`config.mk`:
```
export PLATFORM = sky130hd
export DESIGN_NAME = johnson_phase_tracker_flat
export DESIGN_NICKNAME = d
export VERILOG_FILES = /design/src/rtl/johnson_pkg.sv /design/src/rtl/johnson_phase_tracker_if.sv /design/src/rtl/johnson_decode.sv /design/src/rtl/johnson_phase_tracker.sv /design/src/flat_wrapper.sv
export SDC_FILE = /design/constraint.sdc
export NUM_CORES = 1
export LEC_CHECK = 0
export ABC_AREA = 1
export CAP_MARGIN = 20
export CORE_UTILIZATION = 25
export CTS_CLUSTER_SIZE = 24
export DETAILED_ROUTE_END_ITERATION = 10
export MAX_ROUTING_LAYER = met4
export PLACE_DENSITY = 0.4
export SYNTH_ARGS = -nofsm -noshare
export SYNTH_HDL_FRONTEND = slang
export SYNTH_SLANG_ARGS = --single-unit
```
`constraint.sdc`:
```
create_clock -name clk -period 2.4 [get_ports clk]
set_input_delay 0.36 -clock clk [delete_from_list [all_inputs] [get_ports clk]]
set_output_delay 0.36 -clock clk [all_outputs]
set_load 0.005 [all_outputs]
```
`src/rtl/johnson_pkg.sv`:
```
// Shared definitions for consumers of the 4-bit Johnson counter stream.
package johnson_pkg;

  typedef enum logic [1:0] {ST_ACQ, ST_LOCK, ST_FAULT} state_t;

  localparam logic [7:0] ERR_SAT = 8'hFF;

  function automatic int idx_w(input int w);
    return $clog2(2 * w);
  endfunction

endpackage

```
`src/rtl/johnson_phase_tracker_if.sv`:
```
// Code input and status outputs of the Johnson phase tracker.
interface johnson_phase_tracker_if
  import johnson_pkg::*;
#(
  parameter int W     = 4,
  parameter int REV_W = 8
);
  localparam int IW = idx_w(W);

  logic [W-1:0]     jc;
  logic             clr_fault;
  logic [IW-1:0]    phase_idx;
  logic [2*W-1:0]   phase_oh;
  logic             code_ok;
  logic             locked;
  logic             fault;
  logic             rev_pulse;
  logic [REV_W-1:0] rev_count;
  logic [7:0]       err_cnt;

  modport master (
    output jc, clr_fault,
    input  phase_idx, phase_oh, code_ok, locked, fault, rev_pulse, rev_count, err_cnt
  );

  modport slave (
    input  jc, clr_fault,
    output phase_idx, phase_oh, code_ok, locked, fault, rev_pulse, rev_count, err_cnt
  );
endinterface

```
`src/rtl/johnson_decode.sv`:
```
// Combinational Johnson code decoder: legality, phase index and one-hot phase.
module johnson_decode
  import johnson_pkg::*;
#(
  parameter int W = 4,
  localparam int IW = idx_w(W)
) (
  input  logic [W-1:0]   jc,
  output logic           legal,
  output logic [IW-1:0]  idx,
  output logic [2*W-1:0] oh
);
  localparam logic [W-1:0] ONES = '1;

  // Phases 1..W fill from the MSB; phases W+1..2W-1 drain towards the LSB.
  always_comb begin
    legal = (jc == '0);
    idx   = '0;
    for (int p = 1; p <= W; p++) begin
      if (jc == (ONES << (W - p))) begin
        legal = 1'b1;
        idx   = IW'(p);
      end
      if ((p < W) && (jc == (ONES >> (W - p)))) begin
        legal = 1'b1;
        idx   = IW'(2 * W - p);
      end
    end
    oh = '0;
    if (legal) oh[idx] = 1'b1;
  end

endmodule

```
`src/rtl/johnson_phase_tracker.sv`:
```
// Decodes the Johnson counter stream, checks sequencing, locks on and counts revolutions.
module johnson_phase_tracker
  import johnson_pkg::*;
#(
  parameter int W          = 4,
  parameter int LOCK_CNT   = 2,
  parameter int ALLOW_HOLD = 0,
  parameter int REV_W      = 8
) (
  input  logic                    clk,
  input  logic                    reset,
  johnson_phase_tracker_if.slave  bus
);
  localparam int IW  = idx_w(W);
  localparam int NPH = 2 * W;

  function automatic logic [7:0] sat_inc(input logic [7:0] v);
    return (v == ERR_SAT) ? v : v + 8'd1;
  endfunction

  logic             legal_p0;
  logic [IW-1:0]    idx_p0;
  logic [2*W-1:0]   oh_p0;
  logic [IW-1:0]    prev_idx;
  logic             prev_valid;
  logic [IW-1:0]    next_exp_p0;
  logic             checked_p0, correct_p0, step_err_p0, err_ev_p0, rev_p0;
  logic             locked_c, fault_c;
  state_t           state, state_nx;
  logic [3:0]       match, match_nx;

  logic [IW-1:0]    phase_idx_p1;
  logic [2*W-1:0]   phase_oh_p1;
  logic             code_ok_p1, rev_pulse_p1;
  logic [REV_W-1:0] rev_count_p1;
  logic [7:0]       err_cnt_p1;

  johnson_decode #(.W(W)) u_dec (
    .jc    (bus.jc),
    .legal (legal_p0),
    .idx   (idx_p0),
    .oh    (oh_p0)
  );

  // Stage p0: step check against the previous legal phase.
  assign next_exp_p0 = (prev_idx == IW'(NPH - 1)) ? '0 : prev_idx + 1'b1;
  assign checked_p0  = legal_p0 && prev_valid;
  assign correct_p0  = checked_p0 &&
                       ((idx_p0 == next_exp_p0) || ((ALLOW_HOLD != 0) && (idx_p0 == prev_idx)));
  assign step_err_p0 = checked_p0 && !correct_p0;
  assign err_ev_p0   = !legal_p0 || step_err_p0;

  always_ff @(posedge clk or posedge reset) begin
    if (reset) begin
      state <= ST_ACQ;
      match <= '0;
    end else begin
      state <= state_nx;
      match <= match_nx;
    end
  end

  always_comb begin
    state_nx = state;
    match_nx = match;
    case (state)
      ST_ACQ: begin
        if (correct_p0) begin
          if (match + 4'd1 == 4'(LOCK_CNT)) begin
            state_nx = ST_LOCK;
            match_nx = '0;
          end else begin
            match_nx = match + 4'd1;
          end
        end else begin
          match_nx = '0;
        end
      end
      ST_LOCK:  if (err_ev_p0) state_nx = ST_FAULT;
      ST_FAULT: begin
        if (bus.clr_fault) begin
          state_nx = ST_ACQ;
          match_nx = '0;
        end
      end
      default:  state_nx = ST_ACQ;
    endcase
  end

  always_comb begin
    locked_c = (state == ST_LOCK);
    fault_c  = (state == ST_FAULT);
    rev_p0   = locked_c && correct_p0 && (prev_idx == IW'(NPH - 1)) && (idx_p0 == '0);
  end

  // Stage p1: registered outputs and history. Illegal codes register index 0.
  always_ff @(posedge clk or posedge reset) begin
    if (reset) begin
      prev_idx     <= '0;
      prev_valid   <= 1'b0;
      phase_idx_p1 <= '0;
      phase_oh_p1  <= '0;
      code_ok_p1   <= 1'b0;
      rev_pulse_p1 <= 1'b0;
      rev_count_p1 <= '0;
      err_cnt_p1   <= '0;
    end else begin
      prev_valid   <= legal_p0;
      if (legal_p0) prev_idx <= idx_p0;
      phase_idx_p1 <= idx_p0;
      phase_oh_p1  <= oh_p0;
      code_ok_p1   <= legal_p0;
      rev_pulse_p1 <= rev_p0;
      if (rev_p0) rev_count_p1 <= rev_count_p1 + 1'b1;
      if (err_ev_p0) err_cnt_p1 <= sat_inc(err_cnt_p1);
    end
  end

  assign bus.phase_idx = phase_idx_p1;
  assign bus.phase_oh  = phase_oh_p1;
  assign bus.code_ok   = code_ok_p1;
  assign bus.locked    = locked_c;
  assign bus.fault     = fault_c;
  assign bus.rev_pulse = rev_pulse_p1;
  assign bus.rev_count = rev_count_p1;
  assign bus.err_cnt   = err_cnt_p1;

endmodule

```
`src/flat_wrapper.sv`:
```
// flat-port wrapper written by rule: the top's interface ports become plain ports
module johnson_phase_tracker_flat import johnson_pkg::*;
#(
  parameter int W          = 4,
  parameter int LOCK_CNT   = 2,
  parameter int ALLOW_HOLD = 0,
  parameter int REV_W      = 8
)
  (clk, reset, bus_jc, bus_clr_fault, bus_phase_idx, bus_phase_oh, bus_code_ok, bus_locked, bus_fault, bus_rev_pulse, bus_rev_count, bus_err_cnt);
  johnson_phase_tracker_if #(.W(W), .REV_W(REV_W)) bus_i ();
  input  logic clk;
  input  logic reset;
  input wire logic [$bits(bus_i.jc)-1:0] bus_jc;
  input wire logic [$bits(bus_i.clr_fault)-1:0] bus_clr_fault;
  output wire logic [$bits(bus_i.phase_idx)-1:0] bus_phase_idx;
  output wire logic [$bits(bus_i.phase_oh)-1:0] bus_phase_oh;
  output wire logic [$bits(bus_i.code_ok)-1:0] bus_code_ok;
  output wire logic [$bits(bus_i.locked)-1:0] bus_locked;
  output wire logic [$bits(bus_i.fault)-1:0] bus_fault;
  output wire logic [$bits(bus_i.rev_pulse)-1:0] bus_rev_pulse;
  output wire logic [$bits(bus_i.rev_count)-1:0] bus_rev_count;
  output wire logic [$bits(bus_i.err_cnt)-1:0] bus_err_cnt;
  assign bus_i.jc = bus_jc;
  assign bus_i.clr_fault = bus_clr_fault;
  assign bus_phase_idx = bus_i.phase_idx;
  assign bus_phase_oh = bus_i.phase_oh;
  assign bus_code_ok = bus_i.code_ok;
  assign bus_locked = bus_i.locked;
  assign bus_fault = bus_i.fault;
  assign bus_rev_pulse = bus_i.rev_pulse;
  assign bus_rev_count = bus_i.rev_count;
  assign bus_err_cnt = bus_i.err_cnt;
  johnson_phase_tracker #(.W(W), .LOCK_CNT(LOCK_CNT), .ALLOW_HOLD(ALLOW_HOLD), .REV_W(REV_W)) u_core (.clk(clk), .reset(reset), .bus(bus_i));
endmodule
```
==> metrics.md, run 1 <==
| Metric | Value |
|---|---|
| Outcome | complete, no violations |
| Boundary pin count | 38 |
| TritonCTS Buffers | 5 |
| Placed Area | 2450 sq um |
| Area grow syn2layout | 30.8% |
| Crit. path cell count | 14 |
| Synth Instances | 232 |
| Final hold vios | 0 |
| Pre-antenna DRT Iters | 4 |
| Nets | 289 |
| Initial antenna violation count | 0 |
| Clock Pin Slew Worst Setup and Hold Paths | 70 ps |
| Dominant cells by area after synthesis | dfrtp_1 49%, nand2_1 11%, inv_1 5.6%, nand3_1 4.6%, ha_1 3.8% |
| Area fraction of the dominant cell type after synthesis | 0.486 |
| Antenna cells | 0 |
| Post-synth cell types | 23 |
| CP startpoint kind | input port |
| Min-Delay Path Class | input port to async pin |
| Crit-path cells | clkdlybuf4s50_1 -> inv_1 -> nand2_1 -> nand2_1 -> nand2_2 -> nand2_1 -> nand2_2 -> nand3_4 -> nor2_4 -> nand2_4 -> inv_2 -> nand2_1 -> nand2_1 -> inv_1 |
| Die area | 8190 sq um |
| Pwr Density | 669 nW/um^2 |
| Initial DRC count | 61 |
| Final wirelength | 4110 microns |
| Clock Latency Late Sink | 280 ps |
| Reg2Reg Setup Slack | 460 ps |
| Max Fclk | 0.509 GHz |
| Gr usage total | 0.112 |
| R2r worst-path depth | 12 |
| Die X | 90.5 microns |
| Final setup vio count | 0 |
| Setup TNS | 0 ps |
| Port bufs | 37 |
| Leakage dissipation | 1.24 nW |
| Core area | 7410 sq um |
| Clock root buffer | clkbuf_8 |
| Max incr delay on CP | 620 ps |
| Die height | 90.5 microns |
| CTS tree | done |
| Worst-path maximum fanout | 9 |
| CTS hold repair buffers | 0 |
| Synth warn | 0 |
| Mapped cell area | 1960 sq um |
| Final period utilization | 0.818 |
| Cell area after layout | 2560 sq um |
| Overflow after GRT | 0 |
| Crit path max-delay cell type | clkdlybuf4s50_1 |
| Post-DRT Antenna Nets | 0 |
| Setup bufs post-CTS | 0 |
| Minimum clock period | 1960 ps |
| Final HPWL DP | 3060 microns |
| Clock buffer depth | 2 |
| Unrepaired setup endpoints after global routing | no |
| Largest net degree at the start of global routing | 39 |
| Cell mode on critical path | nand2_1 |
| Max-cap viol count | 0 |
| Initial Utilization | 0.264 |
| Total number of vias | 1,596 |
| WS Path Type | input port to register |
| Post-cts resize count | 0 |
| Cell taking the most area after synthesis | dfrtp_1 |
| Routed vias/inst | 4.24 |
| DRC viols | 0 |
| Synth Net Count | 245 |
| Req. time, crit path | 2590 ps |
| CP Data Arrival Time | 2150 ps |
| Clk_skew | 2.33 ps |
| Rel. slew slack | 0.662 |
| RePlAce Congestion | 0.742 |
| Seq/Total Area, Yosys | 0.486 |
| Max Transition Viols Final | 0 |
| Most common cell after layout, fill and taps aside | nand2_1 |
| Worst Tran Pin Value | 507 ps |
| Max IR drop VDD | 0.000194 V |
| Critical Path End Type | register |
| Most frequent cells in the layout | 59 x nand2_1, 38 x dfrtp_1, 37 x clkdlybuf4s50_1 |
| Delay-heaviest family, CP | simple AND/OR/NAND/NOR gates |
| Depth of the CTS H-tree | 2 |
| First-pass GRT wire length | 7090 microns |
| TritonCTS Sinks | 38 |
| Worst Path Buf+Inv | 4 |
| Share of cells above drive strength 1 | 0.130 |
| Vias in the first global route | 1,520 |
| Syn_area_per_cell | 8.43 sq um |
| FP Rows | 31 |
| #FFs+latches synth | 38 |
| Post-DR wirelength/cell | 10.9 microns |
-- worst paths after layout --
path                                                 from                                  end
min reg2reg                   u_core.match[3]$_DFFE_PP0P_          u_core.match[3]$_DFFE_PP0P_
min in group clk              u_core.match[3]$_DFFE_PP0P_          u_core.match[3]$_DFFE_PP0P_
min                                                 reset    u_core.bus.err_cnt[2]$_DFFE_PP0P_
max                                             bus_jc[1]  u_core.bus.rev_count[0]$_DFFE_PP0P_
max reg2reg                u_core.prev_idx[0]$_DFFE_PP0P_  u_core.bus.rev_count[0]$_DFFE_PP0P_
max in group asynchronous                           reset     u_core.bus.phase_oh[0]$_DFF_PP0_
-- routing by layer --
metal,global-route usage,part of all wire,vias up
li1,-,-,822
met1,0.148,0.51,747
met2,0.165,0.44,23
met3,0.0244,0.034,4
met4,0.0444,0.014,0
met5,-,0,-
-- flip-flops by register name, summed over array words and instances, names as in the netlist --
signal / count
u_core.bus.err_cnt: 8
u_core.bus.phase_idx: 3
u_core.bus.phase_oh: 8
u_core.bus.rev_count: 8
u_core.bus.rev_pulse: 1
u_core.match: 4
u_core.prev_idx: 3
u_core.prev_valid: 1
u_core.state: 2
-- power by group --
part	total (W)	leakage, nW	internal (W)	switching, W
Clock	0.000515	0.0575	0.000290	0.000224
Combinational	0.000421	0.689	0.000218	0.000202
Sequential	0.000776	0.494	0.000703	0.0000729
Total	0.00171	1.24	0.00121	0.000500
-- synthesized netlist by cell type (all sizes together) --
library cell and number:
nand2 70, dfrtp 38, inv 35, nand3 23, nor2 19, o21ai 16
xnor2 7, ha 6, nand4 5, nor3 5, xor2 3, buf 2
nand3b 2, a31oi 1
-- tightest hold or removal path: stages --
cell             delay [ps]
clkdlybuf4s50_1         390
inv_1                    50
buf_4                   420
-- final cells by class --
type	count	area (sq um)
clock buffer	8	110
fill	767	4850
inverter	35	131
multi-input combinational	157	858
sequential	38	951
tap	99	124
timing repair buffer	39	385
-- kinds of logic after synthesis --
kind of cell / synth area share
DFF: 0.486
adders and majority gates: 0.0384
buffers and inverters: 0.0754
and+or+nand+nor: 0.306
AOI/OAI and AO/OA: 0.0499
xor gates and xnor gates: 0.0448
-- through the flow --
step	power (W)	cells	hold WS, ps	util	setup WS [ps]
after floorplan	0.00104	232	433	-	671
after global placement	0.00123	368	502	0.331	104
after detailed placement	0.00122	368	505	0.331	79.2
after CTS	0.00175	376	513	0.346	391
after global routing	0.00182	376	547	0.346	208
final	0.00171	376	492	0.346	436
No activity file was read; power rests on OpenSTA's default activity.
==> run 2: changes to the inputs <==
--- a/config.mk
+++ b/config.mk
@@ -11,7 +11,7 @@
 export CTS_CLUSTER_SIZE = 24
 export DETAILED_ROUTE_END_ITERATION = 10
 export MAX_ROUTING_LAYER = met4
-export PLACE_DENSITY = 0.4
+export PLACE_DENSITY = 0.42
 export SYNTH_ARGS = -nofsm -noshare
 export SYNTH_HDL_FRONTEND = slang
 export SYNTH_SLANG_ARGS = --single-unit
==> constraint.sdc (replaced) <==
create_clock -name clk -period 1.8 [get_ports clk]
set_input_delay 0.27 -clock clk [delete_from_list [all_inputs] [get_ports clk]]
set_output_delay 0.27 -clock clk [all_outputs]
set_load 0.005 [all_outputs]
==> metrics.md, run 2 (synthesis gave the netlist of run 1 again) <==
| Metric | Value |
|---|---|
| Clock Latency Late Sink | 280 ps (about the same) |
| Die height | 90.5 microns (unchanged) |
| WS Path Type | register to register |
| First-pass GRT wire length | 7610 microns (+7.3%) |
| Post-Route Utilization | 0.379 (+0.0336) |
| Clock root buffer | clkbuf_8 |
| DRC viols | 0 (unchanged) |
| Initial antenna violation count | 0 (unchanged) |
| Largest net degree at the start of global routing | 39 (unchanged) |
| Final wirelength | 4240 microns (+3.1%) |
| Pwr Density | 804 nW/um^2 (+20%) |
| Most common cell after layout, fill and taps aside | nand2_1 |
| Overflow after GRT | 0 (unchanged) |
| Boundary pin count | 38 (unchanged) |
| Initial DRC count | 25 (-59%) |
| Area grow syn2layout | 43.5% |
| Dpl ws | -325 ps (-404 ps) |
| Final setup vio count | 0 (unchanged) |
| TritonCTS Buffers | 5 (unchanged) |
| Leakage dissipation | 1.37 nW (+10%) |
| Net Switching | 0.000668 W (+34%) |
| Die X | 90.5 microns (unchanged) |
| Post-DR wirelength/cell | 10.5 microns (-3.8%) |
| Min-Delay Path Class | input port to async pin |
| Die area | 8190 sq um (unchanged) |
| Req. time, crit path | 1990 ps (-600 ps) |
| PnR worst setup slack | 44.8 ps (-391 ps) |
| Setup TNS | 0 ps (unchanged) |
| Pre-antenna DRT Iters | 4 (unchanged) |
| Max-cap viol count | 0 (unchanged) |
| Clock buffer depth | 2 (unchanged) |
| Max Fclk | 0.570 GHz |
| Final HPWL DP | 3150 microns (+2.7%) |
| Vias in the first global route | 1,667 (+9.7%) |
| Clock share of power | 0.265 (-0.036) |
| Combinational fraction of design power | 0.278 (+0.032) |
| Setup bufs post-CTS | 0 (unchanged) |
| Fill cells | 757 (-1.3%) |
| R2r worst-path depth | 13 (+1) |
| CP startpoint kind | register |
| CP Data Arrival Time | 1940 ps (-210 ps) |
| Gr usage total | 0.119 (+0.00669) |
| Max Transition Viols Final | 0 (unchanged) |
| Clk_skew | 8.94 ps (+6.61 ps) |
| Switch share | 0.296 (+0.00387) |
| Worst-path maximum fanout | 5 (-4) |
| Depth of the CTS H-tree | 2 (unchanged) |
| Rel. slew slack | 0.710 (+0.0483) |
| Total number of vias | 1,697 (+6.3%) |
| FP Rows | 31 (unchanged) |
| Unrepaired setup endpoints after global routing | yes |
| Minimum clock period | 1760 ps |
| Clock Pin Slew Worst Setup and Hold Paths | 80 ps (about the same) |
| Final hold vios | 0 (unchanged) |
| Antenna cells | 0 (unchanged) |
| RePlAce Congestion | 0.767 (+3.4%) |
| Worst Tran Pin Value | 430 ps (-76.9 ps) |
| Max IR drop VDD | 0.000303 V (+56%) |
| CTS hold repair buffers | 0 (unchanged) |
| RR Endpoint | u_core.bus.rev_count[0]$_DFFE_PP0P_ |
| Reg2Reg Setup Slack | 40 ps (-420 ps) |
| CTS tree | done |
| Core area | 7410 sq um (unchanged) |
| Int Pwr | 0.00159 W (+31%) |
| Nets | 316 (+9.3%) |
| Routed vias/inst | 4.21 (-0.80%) |
| TritonCTS Sinks | 38 (unchanged) |
| Port bufs | 37 (unchanged) |
| Initial Utilization | 0.264 (unchanged) |
| Most frequent cells in the layout | 56 x nand2_1, 38 x dfrtp_1, 33 x clkdlybuf4s50_1 |
| Post-DRT Antenna Nets | 0 (unchanged) |
| Outcome | complete, no violations |
| Final period utilization | 0.975 |
| Critical Path End Type | register |
| Seq pwr share | 0.457 (+0.003) |
| Share of cells above drive strength 1 | 0.243 (+0.113) |
| RR Startpoint | u_core.prev_idx[0]$_DFFE_PP0P_ |
-- run 2: changes by cell type in the layout (fill, tap and decap cells not counted), sizes merged --
cell / before / now
buf: 2 / 28
nand2: 70 / 71
clkbuf: 8 / 7
clkdlybuf4s50: 37 / 33
clkinv: 0 / 1
dlygate4sd2: 0 / 4
-- run 2: how the worst max path moves through the flow --
stage	startpoint	to	slack (ps)	cells after the start
after CTS	u_core.prev_idx[1]$_DFFE_PP0P_	u_core.bus.rev_count[0]$_DFFE_PP0P_	0.9	12
after floorplan	u_core.prev_idx[0]$_DFFE_PP0P_	u_core.bus.err_cnt[2]$_DFFE_PP0P_	70	13
final	u_core.prev_idx[0]$_DFFE_PP0P_	u_core.bus.rev_count[0]$_DFFE_PP0P_	40	13
after global placement	bus_jc[3]	u_core.bus.rev_count[0]$_DFFE_PP0P_	-290	13
after global routing	u_core.prev_idx[0]$_DFFE_PP0P_	u_core.bus.rev_count[0]$_DFFE_PP0P_	-80	13
after detailed placement	bus_jc[2]	u_core.bus.rev_count[0]$_DFFE_PP0P_	-330	13
-- run 2: area by class of cell --
class	count	area, sq um	area share
clock buffer	7	86.3	0.0307
multi-input combinational	158	917	0.327
tap	99	124	0.0441
sequential	38	951	0.339
timing repair buffer	65	592	0.211
inverter	35	134	0.0477
clock inverter	1	5.00	0.00178
-- run 2: what timing repair did --
| action | in CTS | in global routing |
|---|---|---|
| gates cloned | 1 | 0 |
| endpoints found under the setup margin | 3 | 23 |
| resized for setup | 13 | 7 |
| pin swaps | 7 | 11 |
-- run 2: routing by layer --
layer,part of all wire,track usage,up-vias
li1,-,-,876
met3,0.030,0.0311,2
met1,0.50,0.151,796
met2,0.46,0.179,23
met4,0.0097,0.0444,0
met5,0,-,-
-- run 2: metrics by stage --
step	instance area (sq um)	instances	power (W)	hold WS (ps)
5_1_grt	2810	403	0.00244	367
3_5_place_dp	2660	394	0.00166	512
4_1_cts	2780	403	0.00230	334
2_1_floorplan	1960	232	0.00138	343
3_3_place_gp	2660	394	0.00166	499
6_report	2810	403	0.00226	334
-- run 2: power groups by stage --
stage               Clock, W  Sequential [W]  Combinational [W]
global route        0.000678         0.00105           0.000706
global placement           0         0.00105           0.000615
CTS                 0.000633         0.00103           0.000633
floorplan                  0         0.00104           0.000342
finish              0.000599         0.00103           0.000628
detailed placement         0         0.00105           0.000614
-- run 2: worst max-delay path, cell delays in order, from the launching register on --
cell and delay [ps]:
dfrtp_1 390, ha_2 200, ha_4 270, inv_2 30, nand2_2 40, nand2_2 50, inv_2 60, nand3_4 80
nor2_4 210, nand2_4 110, inv_4 90, nand2_2 40, nand2_1 50, inv_1 30
